$ cat src/rtl/fetch_unit.sv
`default_nettype none
// ============================================================================
//  Module   : fetch_unit
//  Purpose  : Instruction fetch stage. Holds the program counter, drives a
//             synchronous-read instruction memory, and latches the returned
//             word into an instruction register for the decoder. One
//             instruction is in flight at a time, under a four-state FSM:
//             IDLE -> FETCH -> WAIT -> ISSUE -> FETCH ...
//  Ports    :
//    clk, rst_n          clock (rising edge), async active-low reset
//    mem_addr            instruction memory address (= pc)
//    mem_rd_en           memory read strobe
//    mem_rdata           memory read data, valid the cycle after mem_rd_en
//    stall               holds off a new fetch while in FETCH
//    instr_out           instruction register, to the decoder
//    instr_valid         instr_out holds an instruction awaiting execution
//    instr_ack           downstream finished the current instruction
//    redirect            take redirect_target as next PC (with instr_ack)
//    redirect_target     absolute next PC on a redirect
//    pc_out, pc_plus1    PC of instr_out and its successor (JAL link)
//    retired_count       number of acknowledged instructions (wraps)
//  Revision : 1.0 - initial release
// ============================================================================
module fetch_unit #(
  parameter logic [15:0] RESET_PC  = 16'h0000,
  parameter logic [15:0] NOP_INSTR = 16'h0020
) (
  input  logic        clk,
  input  logic        rst_n,
  output logic [15:0] mem_addr,
  output logic        mem_rd_en,
  input  logic [15:0] mem_rdata,
  input  logic        stall,
  output logic [15:0] instr_out,
  output logic        instr_valid,
  input  logic        instr_ack,
  input  logic        redirect,
  input  logic [15:0] redirect_target,
  output logic [15:0] pc_out,
  output logic [15:0] pc_plus1,
  output logic [15:0] retired_count
);

  typedef enum logic [1:0] {
    S_IDLE  = 2'b00,
    S_FETCH = 2'b01,
    S_WAIT  = 2'b10,
    S_ISSUE = 2'b11
  } state_t;

  state_t      state_q, state_d;
  logic [15:0] pc_q, pc_d;
  logic [15:0] instr_q, instr_d;
  logic [15:0] retired_q, retired_d;

  always_ff @(posedge clk or negedge rst_n) begin
    if (!rst_n) begin
      state_q   <= S_IDLE;
      pc_q      <= RESET_PC;
      instr_q   <= NOP_INSTR;
      retired_q <= 16'h0000;
    end else begin
      state_q   <= state_d;
      pc_q      <= pc_d;
      instr_q   <= instr_d;
      retired_q <= retired_d;
    end
  end

  always_comb begin
    state_d     = state_q;
    pc_d        = pc_q;
    instr_d     = instr_q;
    retired_d   = retired_q;
    mem_rd_en   = 1'b0;
    instr_valid = 1'b0;

    case (state_q)
      S_IDLE: begin
        state_d = S_FETCH;
      end

      S_FETCH: begin
        if (!stall) begin
          mem_rd_en = 1'b1;
          state_d   = S_WAIT;
        end
      end

      // Read data returns this cycle; stall has no effect on a read
      // that has already been issued.
      S_WAIT: begin
        instr_d = mem_rdata;
        state_d = S_ISSUE;
      end

      // stall is deliberately not consulted here: it only delays the
      // following FETCH, never the acknowledge itself.
      S_ISSUE: begin
        instr_valid = 1'b1;
        if (instr_ack) begin
          pc_d      = redirect ? redirect_target : pc_q + 16'd1;
          retired_d = retired_q + 16'd1;
          instr_d   = NOP_INSTR;
          state_d   = S_FETCH;
        end
      end

      default: begin
        state_d = S_IDLE;
      end
    endcase
  end

  assign mem_addr      = pc_q;
  assign pc_out        = pc_q;
  assign pc_plus1      = pc_q + 16'd1;
  assign instr_out     = instr_q;
  assign retired_count = retired_q;

endmodule
`default_nettype wire
$ cat config.mk
export PLATFORM = sky130hd
export DESIGN_NAME = fetch_unit
export DESIGN_NICKNAME = d
export VERILOG_FILES = /design/src/rtl/fetch_unit.sv
export SDC_FILE = /design/constraint.sdc
export NUM_CORES = 1
export LEC_CHECK = 0
export BUFFER_PORTS_ARGS = -buffer_cell sky130_fd_sc_hd__buf_2
export CORE_ASPECT_RATIO = 0.5
export CORE_MARGIN = 1.5
export CORE_UTILIZATION = 40
export DETAILED_ROUTE_END_ITERATION = 8
export HOLD_SLACK_MARGIN = 0.05
export PLACE_DENSITY = 0.78
export RECOVER_POWER = 50
export SETUP_SLACK_MARGIN = 0.3
export SLEW_MARGIN = 20
export SYNTH_ARGS = -nofsm -noshare
export SYNTH_HDL_FRONTEND = slang
export SYNTH_SLANG_ARGS = --single-unit
$ cat constraint.sdc
create_clock -name clk -period 1.9 [get_ports clk]
set_input_delay 0.285 -clock clk [delete_from_list [all_inputs] [get_ports clk]]
set_output_delay 0.285 -clock clk [all_outputs]
set_load 0.1 [all_outputs]
==> out/qor.csv, run 1 <==
metric;value;unit
first-pass GRT wire length;11.9;mm
CTS tree;built;
hold endpoint;instr_out[4];
GPL Wtd Cong;0.794;
pin count of the biggest net entering global routing;28;
worst skew pair latency;0.29;ns
post-DP HPWL;5.52;mm
drt wl/cell;16.8;um
core area;6280;um^2
leading area contributor after synthesis;dfrtp_1;
Antenna Nets Post-Route;0;
violated checks;setup timing;
Slew Limit Fails;0;
Mapped Avg Cell Area;10.2;um^2
Seq/Total Area, Yosys;46.3;%
Rel. slew slack;55.8;%
die width;119;um
worst r2r dst;retired_count[11];
worst reg2reg setup slack;0;ns
Req. time, crit path;1.62;ns
FILL cells;426;
Slew @ Worst Pin;0.662;ns
FP Rows;20;
Setup-failing EPs final;12;
number of vias in the routed layout;2674;
area share of the largest cell type after synthesis;45.4;%
final worst slack;-0.153;ns
Buffers on Ports;118;
Die Footprint;7290;um^2
DRT iter0 DRCs;153;
worst path cell trace;ha_4 -> and3_4 -> nand3_2 -> or2_4 -> xnor2_4 -> buf_12;
CP max stage delay;0.45;ns
initial antenna violation count;0;
Sink Count;50;
Hold Path Class;in2reg;
GR Util All Layers;21.0;%
htree depth;2;
starting density of the core;43.0;%
fmax;487;MHz
Worst Path Max Fanout;4;
Reg2Reg Depth;5;
Layout Nets;448;
DRT Pass-1 Iters;4;
root buf cell;clkbuf_16;
hold path depth;2;
post-DR vias/cell;5.40;
clock buffer depth;2;
Final min period;2.05;ns
Detailed Route WL;8.31;mm
Synth Instances;265;
clock-pin slew on the worst setup and hold paths;0.07;ns
Worst setup SP type;register;
reg-to-reg startpoint;state_q[0];
Area growth, synth to finish;67.8;%
crit path DAT;1.77;ns
slowest CP cell;dfrtp_4;
CTS buffer count;5;
mapped cell area;2700;um^2
cell with the most instances after synthesis;dfrtp_1;
syn nets;307;
number of synthesized flops with an enable pin;0;
Top Ports;119;
vias in the first global route;2491;
outcome;complete, but fails checks;
Setup Crit Path Kind;reg2out;
DRC;0;
maxcap violations;0;
Tcrit/Tclk final;108;%
Setup TNS Final;-0.954;ns
n_diodes;0;
clk_skew;0.00564;ns
Async S/R FF share, synth;100;%
Ys Warns;0;
commonest cells in the netlist;dfrtp_1, nand2_1, xnor2_1;
CP Capture Type;output port;
hold wc startpoint;mem_rdata[4];
RSZ-0062 raised after global routing;true;
share of layout cells above drive strength 1;60.0;%
largest cells by area after synthesis;dfrtp_1, xnor2_1, a22o_1;
final hold vios;0;
GRT Residual Overflow;0;
Synth cell types;45;
die height;61.1;um
Main synth FF type;dfrtp_1;
Synth Register Bits;50;
==> per-layer routing <==
layer / track usage [%] / share of wire (%)
met3: 4.63 / 4.2
met1: 25.8 / 40
met2: 39.4 / 54
met5: 0 / 0
met4: 4.82 / 1.7
==> per-stage QoR <==
step	setup slack, ns	utilization [%]	cell area [um^2]	std cells	hold slack, ns
CTS	-0.157	70.4	4420	487	0.212
detailed placement	0.0396	63.3	3980	457	0.348
global route	-0.204	72.2	4540	495	0.221
finish	-0.153	72.2	4540	495	0.217
global placement	0.0691	63.3	3980	457	0.319
floorplan	-0.374	-	3160	265	-0.0106
==> flip-flops by register name (all words and copies together) (netlist names) <==
name,cells
instr_out,16
mem_addr,16
state_q,2
retired_count,16
==> critical path, delay by kind of cell, from the launching register on <==
| family | cells | cell delay (ns) |
|---|---|---|
| adder cells (fa/ha/maj) | 1 | 0.14 |
| AND/OR/NAND/NOR | 3 | 0.55 |
| buffers and inverters | 1 | 0.19 |
| XOR/XNOR | 1 | 0.16 |
| flip-flops | 1 | 0.45 |
==> how the worst max path moves through the flow <==
stage / startpoint / to / slack (ns) / cells after the start
detailed placement: mem_addr[0] / pc_plus1[14] / 0.04 / 6
global route: mem_addr[0] / pc_plus1[14] / -0.20 / 6
finish: mem_addr[0] / pc_plus1[14] / -0.15 / 6
floorplan: mem_addr[0] / pc_plus1[14] / -0.37 / 5
CTS: mem_addr[0] / pc_plus1[14] / -0.16 / 6
global placement: mem_addr[0] / pc_plus1[14] / 0.07 / 6
==> area by class of cell <==
cell class	count	area, um^2	share of cell area (%)
Clock buffer	6	129	2.84
Clock inverter	2	38.8	0.855
Inverter	4	15.0	0.331
Multi-Input combinational cell	185	1670	36.9
Sequential cell	50	1340	29.6
Tap cell	88	110	2.43
Timing Repair Buffer	160	1230	27.1
==> cell families (layout without fill, tap and decap cells) <==
group	after synthesis	after routing	synth area share [%]
AND/OR/NAND/NOR	88	89	18.0
AO/OA/AOI/OAI	56	56	14.7
flip-flops	50	50	46.3
buffers and inverters	31	172	7.04
XOR/XNOR	29	29	9.40
multiplexers	6	6	2.22
adder cells (fa/ha/maj)	5	5	2.31
==> layout by cell type (no fill, tap or decap), types with 8 or more instances in the layout <==
| master | count |
|---|---|
| buf_2 | 62 |
| buf_4 | 36 |
| clkbuf_2 | 22 |
| dfrtp_4 | 21 |
| nand2_1 | 19 |
| dfrtp_1 | 19 |
| buf_12 | 16 |
| a22o_1 | 15 |
| clkbuf_4 | 13 |
| a21oi_1 | 12 |
| o21ai_0 | 11 |
| nand3_1 | 10 |
| nand4_1 | 9 |
| dfrtp_2 | 9 |
| xnor2_4 | 8 |
| nor2_1 | 8 |
| xnor2_1 | 8 |
| buf_6 | 8 |
==> repair_timing <==
item | CTS | global route
setup buffers | 21 | 7
resized for setup | 29 | 27
pin swaps | 13 | 6
gates cloned | 0 | 1
endpoints found under the setup margin | 38 | 51
hold buffers | 1 | 0
endpoints found under the hold margin | 25 | 0
Power of run 1 is left out: the tool's default activity adds up to more than one toggle a clock period on the data nets, which glitch-free logic cannot reach.
==> run 2: changes to the inputs <==
--- a/config.mk
+++ b/config.mk
@@ -8,10 +8,10 @@
 export BUFFER_PORTS_ARGS = -buffer_cell sky130_fd_sc_hd__buf_2
 export CORE_ASPECT_RATIO = 0.5
 export CORE_MARGIN = 1.5
-export CORE_UTILIZATION = 40
+export CORE_UTILIZATION = 47
 export DETAILED_ROUTE_END_ITERATION = 8
 export HOLD_SLACK_MARGIN = 0.05
-export PLACE_DENSITY = 0.78
+export PLACE_DENSITY = 0.89
 export RECOVER_POWER = 50
 export SETUP_SLACK_MARGIN = 0.3
 export SLEW_MARGIN = 20
==> run 2 against run 1 <==
Effect of this change: the run still ends with setup timing left; first-iteration DRC count is 45% higher; hold slack lost 0.023 ns; flip-flop and latch count stayed put; critical path type unchanged; sequential share of layout area down 0.97 points; final cell count down 1.4%; via count rose by 9.2%; utilization is 13 points higher; die area shrank 14%; global-route usage up 9.7 points; maximum frequency decreased by 2.0%; setup slack worse by 0.042 ns.
==> out/qor.csv, run 2 (synthesized netlist as in run 1, its figures left out) <==
metric;value;unit;change
outcome;complete, but fails checks;;
violated checks;setup timing;;
hold path depth;3;;+1
worst r2r dst;mem_addr[0];;
hold wc startpoint;mem_rdata[5];;
maxcap violations;0;;unchanged
GRT Residual Overflow;0;;unchanged
starting density of the core;49.0;%;+6.0 points
Setup-failing EPs final;15;;+3
Reg2Reg Depth;6;;+1
clock buffer depth;2;;unchanged
n_diodes;0;;unchanged
Layout Nets;456;;+1.8%
first-pass GRT wire length;14.5;mm;+22%
Slew Limit Fails;0;;unchanged
clock-pin slew on the worst setup and hold paths;0.07;ns;about the same
post-DR vias/cell;5.98;;+11%
final hold vios;0;;unchanged
Hold Path Class;in2reg;;
crit path DAT;1.81;ns;+0.04 ns
drt wl/cell;20.9;um;+25%
root buf cell;clkbuf_16;;
FP Rows;19;;-5.0%
Area after DPL;3980;um^2;about the same
DRT Pass-1 Iters;5;;+1
fmax;477;MHz;-2.0%
Rel. slew slack;42.3;%;-14 points
Top Ports;119;;unchanged
Final min period;2.09;ns;+0.0418 ns
Req. time, crit path;1.62;ns;about the same
Detailed Route WL;10.2;mm;+23%
area of the multi-input gates;1740;um^2;+3.9%
Tcrit/Tclk final;110;%;+2.2 points
die width;110;um;-7.6%
CTS buffer count;5;;unchanged
worst reg2reg setup slack;-0.07;ns;-0.07 ns
Final Cell Area;4690;um^2;+3.4%
Worst setup SP type;register;;
GR Util All Layers;30.7;%;+9.7 points
CP Capture Type;output port;;
DRT iter0 DRCs;222;;+45%
FILL cells;262;;-38%
worst skew pair latency;0.30;ns;about the same
Die Footprint;6240;um^2;-14%
CTS tree;built;;
RSZ-0062 raised after global routing;true;;
final worst slack;-0.194;ns;-0.0418 ns
most common cell after layout, fill and taps aside;buf_2;;
final core utilization;85.0;%;+13 points
reg-to-reg startpoint;state_q[0];;
Worst Path Max Fanout;4;;unchanged
hold endpoint;instr_out[5];;
CP max stage delay;0.46;ns;about the same
CP Buf/Inv Count;1;;unchanged
post-DP HPWL;5.33;mm;-3.4%
pin count of the biggest net entering global routing;28;;unchanged
DRC;0;;unchanged
vias in the first global route;2883;;+16%
worst path cell trace;ha_4 -> and3_4 -> nand3_2 -> or2_4 -> xnor2_4 -> buf_12;;
hold_ws;0.194;ns;-0.0229 ns
Buffers on Ports;118;;unchanged
Sink Count;50;;unchanged
clk_skew;0.00501;ns;-0.000627 ns
die height;56.6;um;-7.4%
Area growth, synth to finish;73.5;%;
share of layout cells above drive strength 1;62.9;%;+2.9 points
core area;5520;um^2;-12%
DP Worst Slack;0.0344;ns;-0.00511 ns
most frequent cells in the layout;buf_2, buf_4, clkbuf_2, dfrtp_4, dfrtp_1;;
initial antenna violation count;0;;unchanged
slowest CP cell;dfrtp_4;;
register area;1340;um^2;unchanged
Slew @ Worst Pin;0.866;ns;+0.204 ns
htree depth;2;;unchanged
number of vias in the routed layout;2919;;+9.2%
Setup Crit Path Kind;reg2out;;
GPL Wtd Cong;0.813;;+2.4%
Crit path max-delay family;simple AND/OR/NAND/NOR gates;;
Antenna Nets Post-Route;0;;unchanged
run 2: cell count changes in the layout (fill, tap and decap cells not counted), moves of 2 or more:
cell	before	now
a21oi_1	12	10
and2_2	3	0
buf_2	62	55
buf_4	36	46
buf_6	8	14
inv_6	0	2
nand3_1	10	8
nand3_4	3	5
run 2: layout make-up:
type                    instances  share of cell area [%]
clock buffers                   5                    2.67
clock inverters                 3                    1.01
inverters                       4                   0.320
multi-input cells             184                    37.1
flip-flops and latches         50                    28.6
well taps                      73                    1.95
repair buffers                169                    28.4
run 2: per-stage QoR:
| stage | instances | TNS [ns] |
|---|---|---|
| detailed placement | 444 | 0 |
| global route | 488 | -3.70 |
| floorplan | 265 | -3.52 |
| global placement | 444 | 0 |
| CTS | 481 | -0.786 |
| finish | 488 | -1.70 |
run 2: worst max path at each step:
stage | from | to | depth (start not counted)
after CTS | mem_addr[0] | pc_plus1[14] | 6
after global placement | mem_addr[0] | pc_plus1[14] | 6
after floorplan | mem_addr[0] | pc_plus1[14] | 5
final | mem_addr[0] | pc_plus1[14] | 6
after global routing | mem_addr[0] | pc_plus1[14] | 6
after detailed placement | mem_addr[0] | pc_plus1[14] | 6
run 2: repair_timing:
item                       4_1_cts  5_1_grt
hold endpoints to repair        25        0
setup buffers                   28        7
resized for setup               38       41
hold buffers                     1        0
setup endpoints to repair       41       59
pin swaps                       14        7
run 2: tightest hold or removal path: stages:
cell     delay (ns)
buf_2          0.07
nand2_1        0.03
o21ai_0        0.06
run 2: metal layers:
| layer | global-route usage, % | up-vias | part of all wire (%) |
|---|---|---|---|
| met5 | 0 | - | 0 |
| met3 | 4.99 | 48 | 7.1 |
| met1 | 39.1 | 1430 | 40 |
| met4 | 13.2 | 0 | 4.4 |
| li1 | - | 1235 | - |
| met2 | 51.8 | 206 | 48 |
Power of run 2 is left out for the same reason.
==> run 3: changes to the inputs <==
--- a/config.mk
+++ b/config.mk
@@ -5,10 +5,11 @@
 export SDC_FILE = /design/constraint.sdc
 export NUM_CORES = 1
 export LEC_CHECK = 0
+export ABC_AREA = 1
 export BUFFER_PORTS_ARGS = -buffer_cell sky130_fd_sc_hd__buf_2
 export CORE_ASPECT_RATIO = 0.5
 export CORE_MARGIN = 1.5
-export CORE_UTILIZATION = 47
+export CORE_UTILIZATION = 48
 export DETAILED_ROUTE_END_ITERATION = 8
 export HOLD_SLACK_MARGIN = 0.05
 export PLACE_DENSITY = 0.89
==> run 3 against run 2 <==
Effect of this change: the run still ends with setup timing left; sequential share of layout area down 0.22 points; flip-flop and latch count unchanged; global-route usage down 3.4 points.
==> out/qor.csv, run 3 <==
metric;value;unit;change
outcome;complete, but fails checks;;
violated checks;setup timing;;
pin count of the biggest net entering global routing;25;;-11%
Worst setup SP type;register;;
Rel. slew slack;46.0;%;+3.7 points
Hold Path Class;in2reg;;
most frequent cells in the layout;buf_2, nand2_1, buf_4, inv_1, nor2_1;;
cell with the most instances after synthesis;nand2_1;;
Reg2Reg Depth;10;;+4
post-DR vias/cell;5.58;;-6.7%
Sink Count;50;;unchanged
n_diodes;0;;unchanged
starting density of the core;50.6;%;+1.6 points
slowest CP cell;dfrtp_4;;
Worst Path Max Fanout;4;;unchanged
clk_skew;0.00914;ns;+0.00413 ns
Antenna Nets Post-Route;0;;unchanged
Detailed Route WL;10.5;mm;+2.8%
Req. time, crit path;1.62;ns;about the same
CP Buf/Inv Count;3;;+2
hold endpoint;instr_out[5];;
GRT Residual Overflow;0;;unchanged
Setup-failing EPs final;13;;-2
CP max stage delay;0.46;ns;about the same
first-pass GRT wire length;13.5;mm;-6.8%
register area;1310;um^2;-2.4%
hold path depth;3;;unchanged
Synth cell types;33;;-27%
Die Footprint;6360;um^2;+2.0%
number of vias in the routed layout;3153;;+8.0%
CTS buffer count;5;;unchanged
final worst slack;-0.193;ns;+0.00133 ns
leading area contributor after synthesis;dfrtp_1;;
most frequent cell on the critical path;buf_12;;
worst path cell trace;buf_4 -> nand3_4 -> nor2_4 -> buf_12 -> xor2_4 -> buf_12;;
Tcrit/Tclk final;110;%;about the same
die height;57.2;um;+0.96%
GR Util All Layers;27.2;%;-3.4 points
Mapped Avg Cell Area;8.14;um^2;-20%
worst r2r dst;retired_count[14];;
clock buffer depth;2;;unchanged
DRT Pass-1 Iters;5;;unchanged
Synth Instances;346;;+31%
number of synthesized flops with an enable pin;0;;unchanged
area of the multi-input gates;1630;um^2;-6.3%
mapped cell area;2820;um^2;+4.2%
Main synth FF type;dfrtp_1;;
drt wl/cell;18.6;um;-11%
clock-pin slew on the worst setup and hold paths;0.08;ns;about the same
Layout Nets;533;;+17%
area share of the largest cell type after synthesis;43.5;%;-1.8 points
Setup Crit Path Kind;reg2out;;
CP Capture Type;output port;;
Area growth, synth to finish;63.7;%;
Slew @ Worst Pin;0.811;ns;-0.0554 ns
root buf cell;clkbuf_16;;
Ys Warns;0;;unchanged
GPL Wtd Cong;0.805;;-0.98%
fmax;478;MHz;about the same
die width;111;um;+0.99%
reg-to-reg startpoint;state_q[1];;
initial antenna violation count;0;;unchanged
Top Ports;119;;unchanged
final hold vios;0;;unchanged
largest cells by area after synthesis;dfrtp_1, nand2_1, nor2_1;;
htree depth;2;;unchanged
Final min period;2.09;ns;-0.00133 ns
Buffers on Ports;118;;unchanged
hold_ws;0.197;ns;+0.00324 ns
DRC;0;;unchanged
crit path DAT;1.81;ns;about the same
worst reg2reg setup slack;-0.01;ns;+0.06 ns
FP Rows;19;;unchanged
core area;5560;um^2;+0.86%
Async S/R FF share, synth;100;%;unchanged
syn nets;388;;+26%
share of layout cells above drive strength 1;53.9;%;-9.0 points
Slew Limit Fails;0;;unchanged
Crit path max-delay family;buffers and inverters;;
RSZ-0062 raised after global routing;true;;
commonest cells in the netlist;nand2_1, dfrtp_1, nor2_1;;
CTS tree;built;;
Synth Register Bits;50;;unchanged
maxcap violations;0;;unchanged
worst skew pair latency;0.31;ns;about the same
DRT iter0 DRCs;238;;+7.2%
most common cell after layout, fill and taps aside;buf_2;;
hold wc startpoint;mem_rdata[5];;
vias in the first global route;2795;;-3.1%
post-DP HPWL;5.44;mm;+2.0%
Seq/Total Area, Yosys;44.5;%;-1.9 points
FILL cells;301;;+15%
-- run 3: changes by cell type after synthesis, moves of 4 or more --
cell,before,now
xnor2_1,17,3
mux2i_1,6,0
a21oi_1,12,16
o21ai_0,11,3
nor2_1,12,38
nand2_1,21,91
o21ai_1,0,4
inv_1,3,36
nand3_1,14,20
and3_1,6,0
-- run 3: through the flow --
stage	setup slack, ns	area [um^2]	setup TNS (ns)	utilization (%)	cells
floorplan	-0.308	3060	-3.13	-	346
global placement	0.167	3840	0	69.0	519
detailed placement	0.111	3840	0	69.0	519
CTS	-0.0837	4270	-0.557	76.7	544
global route	-0.204	4610	-2.54	82.9	565
finish	-0.193	4610	-1.42	82.9	565
-- run 3: worst register-to-register path, delay by kind of cell (launching register included) --
kind | cells | cell delay, ns
AND/OR/NAND/NOR | 8 | 0.95
buffers and inverters | 1 | 0.18
adder cells (fa/ha/maj) | 1 | 0.25
flip-flops | 1 | 0.42
-- run 3: logic make-up after synthesis --
kind of cell / after synthesis / share of synthesized area [%]
AND/OR/NAND/NOR: 173 / 27.9
buffers and inverters: 62 / 10.6
AO/OA/AOI/OAI: 41 / 9.60
adder cells (fa/ha/maj): 5 / 2.22
XOR/XNOR: 15 / 5.20
flip-flops: 50 / 44.5
-- run 3: layer usage --
metal	global-route usage, %	part of all wire (%)	up-vias
met5	0	0	-
met4	11.0	4.7	0
met3	7.12	7.4	47
met2	44.4	48	180
met1	35.4	40	1547
li1	-	-	1379
-- run 3: what timing repair did --
item	4_1_cts	5_1_grt
setup buffers	15	21
hold buffers	1	0
cloned	1	0
endpoints found under the setup margin	37	45
gates resized for setup	34	59
hold endpoints to repair	13	0
pin swaps	11	23
-- run 3: layout make-up --
type	instances	area share [%]
Inverter	38	3.36
Tap cell	73	1.98
Multi-Input combinational cell	235	35.3
Clock inverter	3	1.03
Sequential cell	50	28.4
Clock buffer	5	2.71
Timing Repair Buffer	161	27.2
-- run 3: worst max path at each step --
stage                 from           end  slack [ns]  depth (start not counted)
6_report       mem_addr[1]   pc_plus1[5]       -0.19                          6
4_1_cts        mem_addr[2]  pc_plus1[13]       -0.08                          5
5_1_grt        mem_addr[1]   pc_plus1[6]       -0.20                          5
3_3_place_gp   mem_addr[0]  pc_plus1[14]        0.17                          6
3_5_place_dp   mem_addr[0]  pc_plus1[14]        0.11                          6
2_1_floorplan  mem_addr[0]   pc_plus1[7]       -0.31                          5
Power of run 3 is left out for the same reason.
